$ cat src/rtl/mm_round_ctrl.sv
// Round sequencer for the prefix-doubling suffix-array sorter: initial rank load,
// one sort round per doubling offset, then streaming of SA positions to the BWT stage.
`timescale 1ns/1ps
module mm_round_ctrl #(
    parameter int N       = 8,
    parameter int W       = 4,
    parameter int TIMEOUT = 1024,
    localparam int OW     = $clog2(N) + 1,
    localparam int IW     = $clog2(N)
) (
    input  logic          clk,
    input  logic          rst,
    input  logic          start,
    input  logic          sort_done,
    input  logic          ranks_unique,
    input  logic          emit_ready,
    output logic          busy,
    output logic          done,
    output logic          error,
    output logic          load_ranks,
    output logic          sort_start,
    output logic          rank_update,
    output logic [OW-1:0] offset,
    output logic [W-1:0]  round_cnt,
    output logic          emit_valid,
    output logic [IW-1:0] emit_idx,
    output logic          emit_last
);

    localparam int WDW = $clog2(TIMEOUT + 1);

    typedef enum logic [2:0] {
        IDLE, INIT, SORT_REQ, SORT_WAIT, RANK, EMIT, DONE
    } state_t;

    state_t         state;
    logic [WDW-1:0] wd;
    logic           uniq;

    assign busy       = (state != IDLE);
    assign emit_valid = (state == EMIT);
    assign emit_last  = emit_valid && (emit_idx == IW'(N - 1));

    always_ff @(posedge clk or posedge rst) begin
        if (rst) begin
            state       <= IDLE;
            done        <= 1'b0;
            error       <= 1'b0;
            load_ranks  <= 1'b0;
            sort_start  <= 1'b0;
            rank_update <= 1'b0;
            offset      <= OW'(1);
            round_cnt   <= '0;
            emit_idx    <= '0;
            wd          <= '0;
            uniq        <= 1'b0;
        end else begin
            load_ranks  <= 1'b0;
            sort_start  <= 1'b0;
            rank_update <= 1'b0;
            done        <= 1'b0;
            case (state)
                IDLE: if (start) begin
                    error      <= 1'b0;
                    round_cnt  <= '0;
                    offset     <= OW'(1);
                    emit_idx   <= '0;
                    load_ranks <= 1'b1;
                    state      <= INIT;
                end
                INIT: begin
                    sort_start <= 1'b1;
                    state      <= SORT_REQ;
                end
                SORT_REQ: begin
                    wd    <= '0;
                    state <= SORT_WAIT;
                end
                // sort_done is checked first so it beats a same-cycle watchdog expiry
                SORT_WAIT: begin
                    if (sort_done) begin
                        round_cnt   <= round_cnt + W'(1);
                        uniq        <= ranks_unique;
                        rank_update <= 1'b1;
                        state       <= RANK;
                    end else if (wd == WDW'(TIMEOUT - 1)) begin
                        error <= 1'b1;
                        state <= IDLE;
                    end else begin
                        wd <= wd + WDW'(1);
                    end
                end
                RANK: begin
                    if (uniq || offset == OW'(N)) begin
                        state <= EMIT;
                    end else begin
                        offset     <= offset << 1;
                        sort_start <= 1'b1;
                        state      <= SORT_REQ;
                    end
                end
                EMIT: if (emit_ready) begin
                    emit_idx <= emit_idx + IW'(1);
                    if (emit_idx == IW'(N - 1)) begin
                        done  <= 1'b1;
                        state <= DONE;
                    end
                end
                DONE:    state <= IDLE;
                default: state <= IDLE;
            endcase
        end
    end

endmodule

$ cat config.mk
export PLATFORM = sky130hd
export DESIGN_NAME = mm_round_ctrl
export DESIGN_NICKNAME = d
export VERILOG_FILES = /design/src/rtl/mm_round_ctrl.sv
export SDC_FILE = /design/constraint.sdc
export NUM_CORES = 1
export LEC_CHECK = 0
export ABC_CLOCK_PERIOD_IN_PS = 2200
export CORE_UTILIZATION = 40
export DETAILED_ROUTE_END_ITERATION = 8
export SLEW_MARGIN = 20
export SYNTH_ARGS = -nofsm -noshare
export SYNTH_HDL_FRONTEND = slang
export SYNTH_SLANG_ARGS = --single-unit
$ cat constraint.sdc
create_clock -name clk -period 2.2 [get_ports clk]
set_input_delay 0.33 -clock clk [delete_from_list [all_inputs] [get_ports clk]]
set_output_delay 0.33 -clock clk [all_outputs]
set_load 0.1 [all_outputs]
* Yosys cells after proc, flatten, opt, wreduce, memory -nomap -nowiden
Index checks and enable logic that the tools add are counted.
Word-level totals: register bits after elaboration 31, output and inout port bits 19
Operators by class: $add $sub $neg 3, eq/ne operators 17, mux-type cells 32, reductions and logical operators 15
Operators by type and width (number):
- $mux W3 | 8
- $mux W11 | 2
- $pmux W11 S2 | 1
- $pmux W3 S6 | 1
- $mux W4 | 4
- $pmux W4 S2 | 2
- $ne A2 B2 Y1 const B | 7
- $reduce_and A3 Y1 | 4
- $add A11 B1 Y11 const B | 1
- $eq A11 B10 Y1 const B | 1
- $mux W1 | 11
- $eq A3 B3 Y1 const B | 3
- $reduce_and A4 Y1 | 2
- $reduce_bool A2 Y1 | 4
- $eq A3 B2 Y1 const B | 2
- $pmux W3 S2 | 1
- $add A4 B1 Y4 const B | 1
- $eq A4 B4 Y1 const B | 1
- $pmux W1 S2 | 2
- $add A3 B1 Y3 const B | 1
- $eq A3 B1 Y1 const B | 1
- $logic_not A3 Y1 | 1
- $ne A3 B3 Y1 const B | 1
- $reduce_bool A3 Y1 | 1
- other kinds (4) | 4

* Logic depth before layout (Yosys ltp)
Gate-level depths: netlist of the first run.
word-level depth 4, mapped depth 6, gate-level depth less buffers 6

* Least setup slack after synthesis of the first run
No wires, ideal clock.
kind register -> output, start register emit_idx[1], end output emit_last, arrival time 2145 ps, required time 1870 ps, path slack -275 ps, cell stages (with the launch flop) 4, path buffers 0, cell sequence dfrtp_1 -> ha_1 -> ha_1 -> and3_1
On the way: word-level cells in the longest chain between the ends 2
RTL lines:
- start, declared | RTL line 26 | output logic [IW-1:0] emit_idx,
- start signal, assigned | RTL line 103 | emit_idx <= emit_idx + IW'(1);
- $eq A3 B3 Y1 | RTL line 42 | assign emit_last = emit_valid && (emit_idx == IW'(N - 1));
- $logic_and A1 B1 Y1 | RTL line 42
- end, declared | RTL line 27 | output logic emit_last
No other way between the ends.

* Final worst setup path of the first run
start register state[0], end output busy
On the way: word-level cells in the longest chain between the ends 1
RTL lines:
- start, declared | RTL line 36 | state_t state;
- start signal, assigned | RTL line 46 | state <= IDLE;
- start signal, assigned | RTL line 69 | state <= INIT;
- start signal, assigned | RTL line 73 | state <= SORT_REQ;
- $reduce_bool A3 Y1 | RTL line 40 | assign busy = (state != IDLE);
- end, declared | RTL line 17 | output logic busy,
No other way between the ends.

==> reports/metrics.yaml, run 1 <==
sta:
  rsz0062_at_grt: "false"
  final.setup_skew_ns: 0.00343
  finalWorstPathRequiredPeriod_ns: 1.97
  timing.setup.tns_ns: 0
  final-max-slew-violation-count: 0
  period_share_pct: 89.5
  setup_ws_ns: 0.230
  setup_violations: 0
  count_of_final_hold_check_violations: 0
  worst_slew_pin_slew_ns: 0.645
  achievable-frequency_ghz: 0.508
  max_slew_margin_pct: 56.5
critical_path:
  critical_path.max_fanout: 12
  timing.critical_path.arrival_ns: 1.64
  critPathLaunchType: "flop"
  setup.worst_path.start: "state[0]"
  timing_worst_setup_path_type: "reg -> out"
  critical_path_data_required_time_ns: 1.87
  timing.rr.start: "wd[0]"
  timing.critical_path.to_type: "output port"
global_route:
  grt_pass1_vias: 1327
  globalRouteOverflowTotal: 0
  grt_pass1_wl_um: 6090
  global_route.usage.total_pct: 19.1
  grt_max_degree: 32
  antenna_found_initial: 0
flow_run:
  cap_viol_max_count: 0
yosys:
  combinational_family_with_the_most_area_after_synthesis: "simple AND/OR/NAND/NOR gates"
  synth.yosys.seq_area_share_pct: 48.4
  postSynth.topFlopCell: "dfrtp_1"
  synth_compound_gate_area_share_pct: 17.1
  yosys_warnings: 0
  netlist_area_sq_mm: 0.00161
  postSynthNetCount: 170
  synthDistinctLibCells: 48
  synth_seq_cells: 31
  synth_simple_gate_area_share_pct: 25.4
  number_of_instances_in_the_synthesized_netlist: 160
  synth-async-reset-ratio_pct: 100
  adder_cell_share_of_the_synthesized_area_pct: 3.12
  synth.mux.area_fraction_pct: 2.03
  post_synth_xor_area_fraction_pct: 1.09
  syn-mean-instance-area_sq_um: 10.0
  synth-edff-count: 0
clock_tree:
  cts_max_path_buffers: 2
  cts_root_buffer: "clkbuf_8"
  cts_tree: "yes"
  cts-hold-fix-buffers: 0
  cts_made_buffers: 5
  worstSkewPairLatency_ns: 0.28
  htreeDepth: 2
  cts_repair_resize_count: 0
  clock_sinks: 31
  post_cts_setup_buffers: 0
  cts.reportedPaths.clkPinSlew_ns: 0.06
place:
  preCtsSetupSlack_ns: 0.327
  io_buffers: 24
  dp_hpwl_um: 2570
  routabilityCongestion: 0.831
floorplan:
  die-height_um: 65.4
  floorplan.core_area_sq_mm: 0.00374
  start_util_pct: 42.9
  die-width_um: 65.4
  top_level_ports: 25
  row_count: 22
  die_area_sq_mm: 0.00427
final_layout:
  area_delta_synth_final_pct: 24.2
  n_fill_cell: 364
  ratio_of_cells_with_drive_above_1_in_the_final_layout_pct: 21.5
  finalNetCount: 200
  antenna-diode-count: 0
  most_frequent_standard_cell_in_the_layout_excluding_fill_and_tap_cells: "dfrtp_1"
  most-common-layout-cells: "30 x dfrtp_1, 20 x buf_4, 18 x nand2_1"
min_path:
  path_type_of_the_worst_min_delay_path: "in -> async"
routing:
  via_count_of_the_routed_design: 1346
  drt_iter0_drc: 55
  drc: 0
  postRouteAntennaNets: 0
  avgRoutedWirePerCell_um: 14.9
  route.final.wire_length_um: 3550
  drt_pass1_iterations: 4
  detail_route.vias_per_cell: 5.63
pwr:
  p_leak_nw: 0.914
  pwr_density_cell_mw_per_mm2: 1410
  ir_drop_v: 0.000816
outcome:
  result_of_the_run: "finished, final reports clean"
worst paths after layout:
check	end	slack, ns	cells past startpoint
setup / recovery	busy	0.23	3
hold / removal	round_cnt[0]	0.44	3
setup reg to reg	state[0]	0.33	5
hold reg to reg	wd[8]	0.52	1
max in group asynchronous	offset[0]	1.44	3
min in group clk	wd[8]	0.52	1
cells by family after synthesis:
logic type	Yosys count
mux	3
compound gates	35
flops	31
simple gates	73
buf+inv	12
fa+ha+maj	4
xor+xnor	2
power breakdown:
part	internal [mW]	switching [mW]	total, mW
clock	0.216	0.210	0.425
sequential	0.720	0.228	0.948
combinational	0.421	1.01	1.43
total	1.36	1.45	2.80
per-layer routing:
| layer | part of all wire, % | vias to the layer above | GRT usage, % | wire, um |
|---|---|---|---|---|
| li1 | - | 659 | - | - |
| met1 | 45 | 660 | 22.8 | 1600 |
| met2 | 50 | 21 | 32.5 | 1780 |
| met3 | 2.8 | 6 | 3.65 | 98 |
| met4 | 1.9 | 0 | 9.78 | 68 |
| met5 | 0 | - | 0 | 0 |
synthesized netlist by cell type (2+ instances only):
cell type | instances | share of area (%)
or3_1 | 4 | 1.6
a21oi_1 | 3 | 0.94
clkbuf_1 | 4 | 0.94
and3_1 | 3 | 1.2
inv_1 | 6 | 1.4
nor3_1 | 3 | 0.94
o311ai_1 | 3 | 1.6
xor2_1 | 2 | 1.1
o31ai_1 | 2 | 0.94
a22o_1 | 3 | 1.6
nor2b_1 | 3 | 1.2
nand2b_1 | 5 | 1.9
nor4_1 | 3 | 1.2
nand2_1 | 18 | 4.2
o211ai_1 | 4 | 1.9
nand3_1 | 10 | 3.1
ha_1 | 4 | 3.1
nand4_1 | 2 | 0.78
a211oi_1 | 2 | 0.94
o21ai_1 | 4 | 1.2
or4_1 | 2 | 0.94
o21ai_0 | 5 | 1.6
dfrtp_1 | 30 | 47
nor2_1 | 11 | 2.6
critical path: stages, from the launching register on:
cell	delay, ns
dfrtp_1	0.52
buf_4	0.25
or3_1	0.40
buf_12	0.19
state kept, by name (all words and copies together), names as in the netlist:
| register | count |
|---|---|
| done | 1 |
| uniq | 1 |
| emit_idx | 3 |
| round_cnt | 4 |
| wd | 11 |
| state | 3 |
| sort_start | 1 |
| error | 1 |
| rank_update | 1 |
| offset | 4 |
| load_ranks | 1 |
per-stage QoR:
step | instances | power [mW] | util (%) | instance area (sq um) | hold slack [ns]
3_3_place_gp | 231 | 2.36 | 51.0 | 1910 | 0.500
4_1_cts | 239 | 2.84 | 53.3 | 1990 | 0.443
5_1_grt | 239 | 2.98 | 53.3 | 1990 | 0.495
3_5_place_dp | 231 | 2.39 | 51.0 | 1910 | 0.506
6_report | 239 | 2.80 | 53.3 | 1990 | 0.435
2_1_floorplan | 160 | 2.01 | - | 1610 | 0.433
cell type report:
type,count,area (sq um),share of cell area (%)
Clock buffer,5,68.8,3.45
Clock inverter,3,15.0,0.753
Inverter,7,26.3,1.32
Multi-Input combinational cell,117,787,39.5
Sequential cell,31,777,39.0
Tap cell,48,60.1,3.01
Timing Repair Buffer,28,260,13.0
No activity file was read; power rests on OpenSTA's default activity.
==> inputs of run 2 (changes only) <==
--- a/config.mk
+++ b/config.mk
@@ -6,8 +6,12 @@
 export NUM_CORES = 1
 export LEC_CHECK = 0
 export ABC_CLOCK_PERIOD_IN_PS = 2200
-export CORE_UTILIZATION = 40
+export CELL_PAD_IN_SITES_DETAIL_PLACEMENT = 0
+export CELL_PAD_IN_SITES_GLOBAL_PLACEMENT = 2
+export CORE_MARGIN = 2
+export CORE_UTILIZATION = 33
 export DETAILED_ROUTE_END_ITERATION = 8
+export PLACE_DENSITY_LB_ADDON = 0.1
 export SLEW_MARGIN = 20
 export SYNTH_ARGS = -nofsm -noshare
 export SYNTH_HDL_FRONTEND = slang
==> reports/metrics.yaml, run 2 (same netlist as run 1, synthesis figures left out) <==
sta:
  max_slew_margin_pct: 56.4  # was 56.5%
  rsz0062_at_grt: "false"  # unchanged
  period_share_pct: 87.0  # was 89.5%
  worst_slew_pin_slew_ns: 0.646  # was 0.645 ns
  setup_ws_ns: 0.286  # was 0.230 ns
  final.setup_skew_ns: 0.00638  # was 0.00343 ns
  final-max-slew-violation-count: 0  # unchanged
  finalWorstPathRequiredPeriod_ns: 1.91  # was 1.97 ns
  count_of_final_hold_check_violations: 0  # unchanged
  setup_violations: 0  # unchanged
  achievable-frequency_ghz: 0.522  # was 0.508 GHz
  timing.setup.tns_ns: 0  # unchanged
final_layout:
  area_delta_synth_final_pct: 27.1  # was 24.2%
  final-seq-area_sq_um: 777  # unchanged
  regMostFlops: "wd"  # unchanged
  most_frequent_standard_cell_in_the_layout_excluding_fill_and_tap_cells: "dfrtp_1"  # unchanged
  final-instance-count-excl-fill: 248  # was 239
  most-common-layout-cells: "30 x dfrtp_1, 23 x buf_4, 18 x nand2_1"  # was 30 x dfrtp_1, 20 x buf_4, 18 x nand2_1
  antenna-diode-count: 0  # unchanged
  multi_input_area_sq_um: 787  # unchanged
  n_fill_cell: 490  # was 364
  finalNetCount: 203  # was 200
  ratio_of_cells_with_drive_above_1_in_the_final_layout_pct: 22.2  # was 21.5%
  reg.largest.list: "wd x11, offset x4, round_cnt x4"  # unchanged
  largest_register_ff_count: 11  # unchanged
  finish.utilization_pct: 43.5  # was 53.3%
routing:
  detail_route.vias_per_cell: 5.34  # was 5.63
  postRouteAntennaNets: 0  # unchanged
  route.final.wire_length_um: 3650  # was 3550 um
  avgRoutedWirePerCell_um: 14.7  # was 14.9 um
  drt_pass1_iterations: 4  # unchanged
  via_count_of_the_routed_design: 1325  # was 1346
  drc: 0  # unchanged
  drt_iter0_drc: 60  # was 55
place:
  place.detailed.instances: 240  # was 231
  dp_hpwl_um: 2580  # was 2570 um
  preCtsSetupSlack_ns: 0.258  # was 0.327 ns
  io_buffers: 24  # unchanged
  routabilityCongestion: 0.886  # was 0.831
critical_path:
  timing.critical_path.arrival_ns: 1.58  # was 1.64 ns
  timing_worst_setup_path_type: "reg -> out"  # unchanged
  path_buf_inv: 1  # was 2
  critPathTopFamily: "flip-flops"  # unchanged
  timing.critical_path.to_type: "output port"  # unchanged
  critPathLaunchType: "flop"  # unchanged
  critical_path.max_fanout: 15  # was 12
  crit_path_max_incr_delay_ns: 0.63  # was 0.52 ns
  critical_path_cell_sequence: "nor2b_1 -> and3_2 -> buf_12"  # was buf_4 -> or3_1 -> buf_12
  cpMaxStageDelayCell: "dfrtp_1"  # unchanged
  critical_path_data_required_time_ns: 1.87  # about the same
clock_tree:
  post_cts_setup_buffers: 0  # unchanged
  htreeDepth: 2  # unchanged
  cts_repair_resize_count: 0  # unchanged
  cts-hold-fix-buffers: 0  # unchanged
  cts_made_buffers: 5  # unchanged
  cts_max_path_buffers: 2  # unchanged
  worstSkewPairLatency_ns: 0.28  # about the same
  cts.reportedPaths.clkPinSlew_ns: 0.07  # was 0.06 ns
  clock_sinks: 31  # unchanged
  cts_root_buffer: "clkbuf_8"  # unchanged
  cts_tree: "yes"  # unchanged
floorplan:
  die-height_um: 73.7  # was 65.4 um
  top_level_ports: 25  # unchanged
  row_count: 25  # was 22
  die-width_um: 73.7  # was 65.4 um
  floorplan.core_area_sq_mm: 0.00469  # was 0.00374 sq mm
  die_area_sq_mm: 0.00544  # was 0.00427 sq mm
  start_util_pct: 34.2  # was 42.9%
global_route:
  grt_pass1_vias: 1286  # was 1327
  global_route.usage.total_pct: 15.1  # was 19.1%
  grt_pass1_wl_um: 6200  # was 6090 um
  grt_max_degree: 32  # unchanged
  globalRouteOverflowTotal: 0  # unchanged
  antenna_found_initial: 0  # unchanged
flow_run:
  cap_viol_max_count: 0  # unchanged
pwr:
  ir_drop_v: 0.000663  # was 0.000816 V
  p_leak_nw: 0.932  # was 0.914 nW
  pwr_density_cell_mw_per_mm2: 1430  # was 1410 mW/mm^2
outcome:
  result_of_the_run: "finished, final reports clean"  # unchanged
min_path:
  path_type_of_the_worst_min_delay_path: "in -> async"  # unchanged
-- run 2: cell type report --
class / instances / area share, %
multi-input cells: 117 / 38.6
repair buffers: 31 / 13.9
clock buffers: 8 / 4.90
flip-flops and latches: 31 / 38.1
inverters: 7 / 1.29
well taps: 54 / 3.31
-- run 2: metal layers --
layer  part of all wire (%)  vias to the layer above  GRT usage (%)  wire (um)
li1                       -                      659              -          -
met1                     48                      640           19.3       1740
met2                     47                       20           23.8       1730
met3                    3.4                        6           4.53        123
met4                    1.6                        0           5.86         57
met5                      0                        -              0          0
-- run 2: tightest hold or removal path, stage by stage --
cell and delay [ns]:
clkdlybuf4s50_1 0.40, inv_1 0.05, buf_4 0.37
-- run 2: path summary, 6_finish.rpt --
path / start / endpoint / slack [ns] / depth (start not counted)
max in group asynchronous: rst / offset[0] / 1.43 / 3
max reg2reg: wd[0] / state[0] / 0.36 / 5
min: rst / wd[8] / 0.44 / 3
min in group clk: error / error / 0.51 / 2
min reg2reg: error / error / 0.51 / 2
max: state[2] / emit_last / 0.29 / 3
-- run 2: report_power, final --
part / switching, mW / total [mW] / internal, mW / leakage (nW)
Clock: 0.210 / 0.495 / 0.285 / 0.0515
Sequential: 0.187 / 0.907 / 0.721 / 0.410
Combinational: 1.06 / 1.52 / 0.457 / 0.471
Total: 1.45 / 2.92 / 1.46 / 0.932
-- run 2: through the flow --
step	instance area (sq um)	hold WS, ns	total power [mW]
CTS	2040	0.448	2.95
detailed placement	1940	0.496	2.44
finish	2040	0.437	2.92
global route	2040	0.466	3.11
floorplan	1610	0.433	2.01
global placement	1940	0.483	2.43
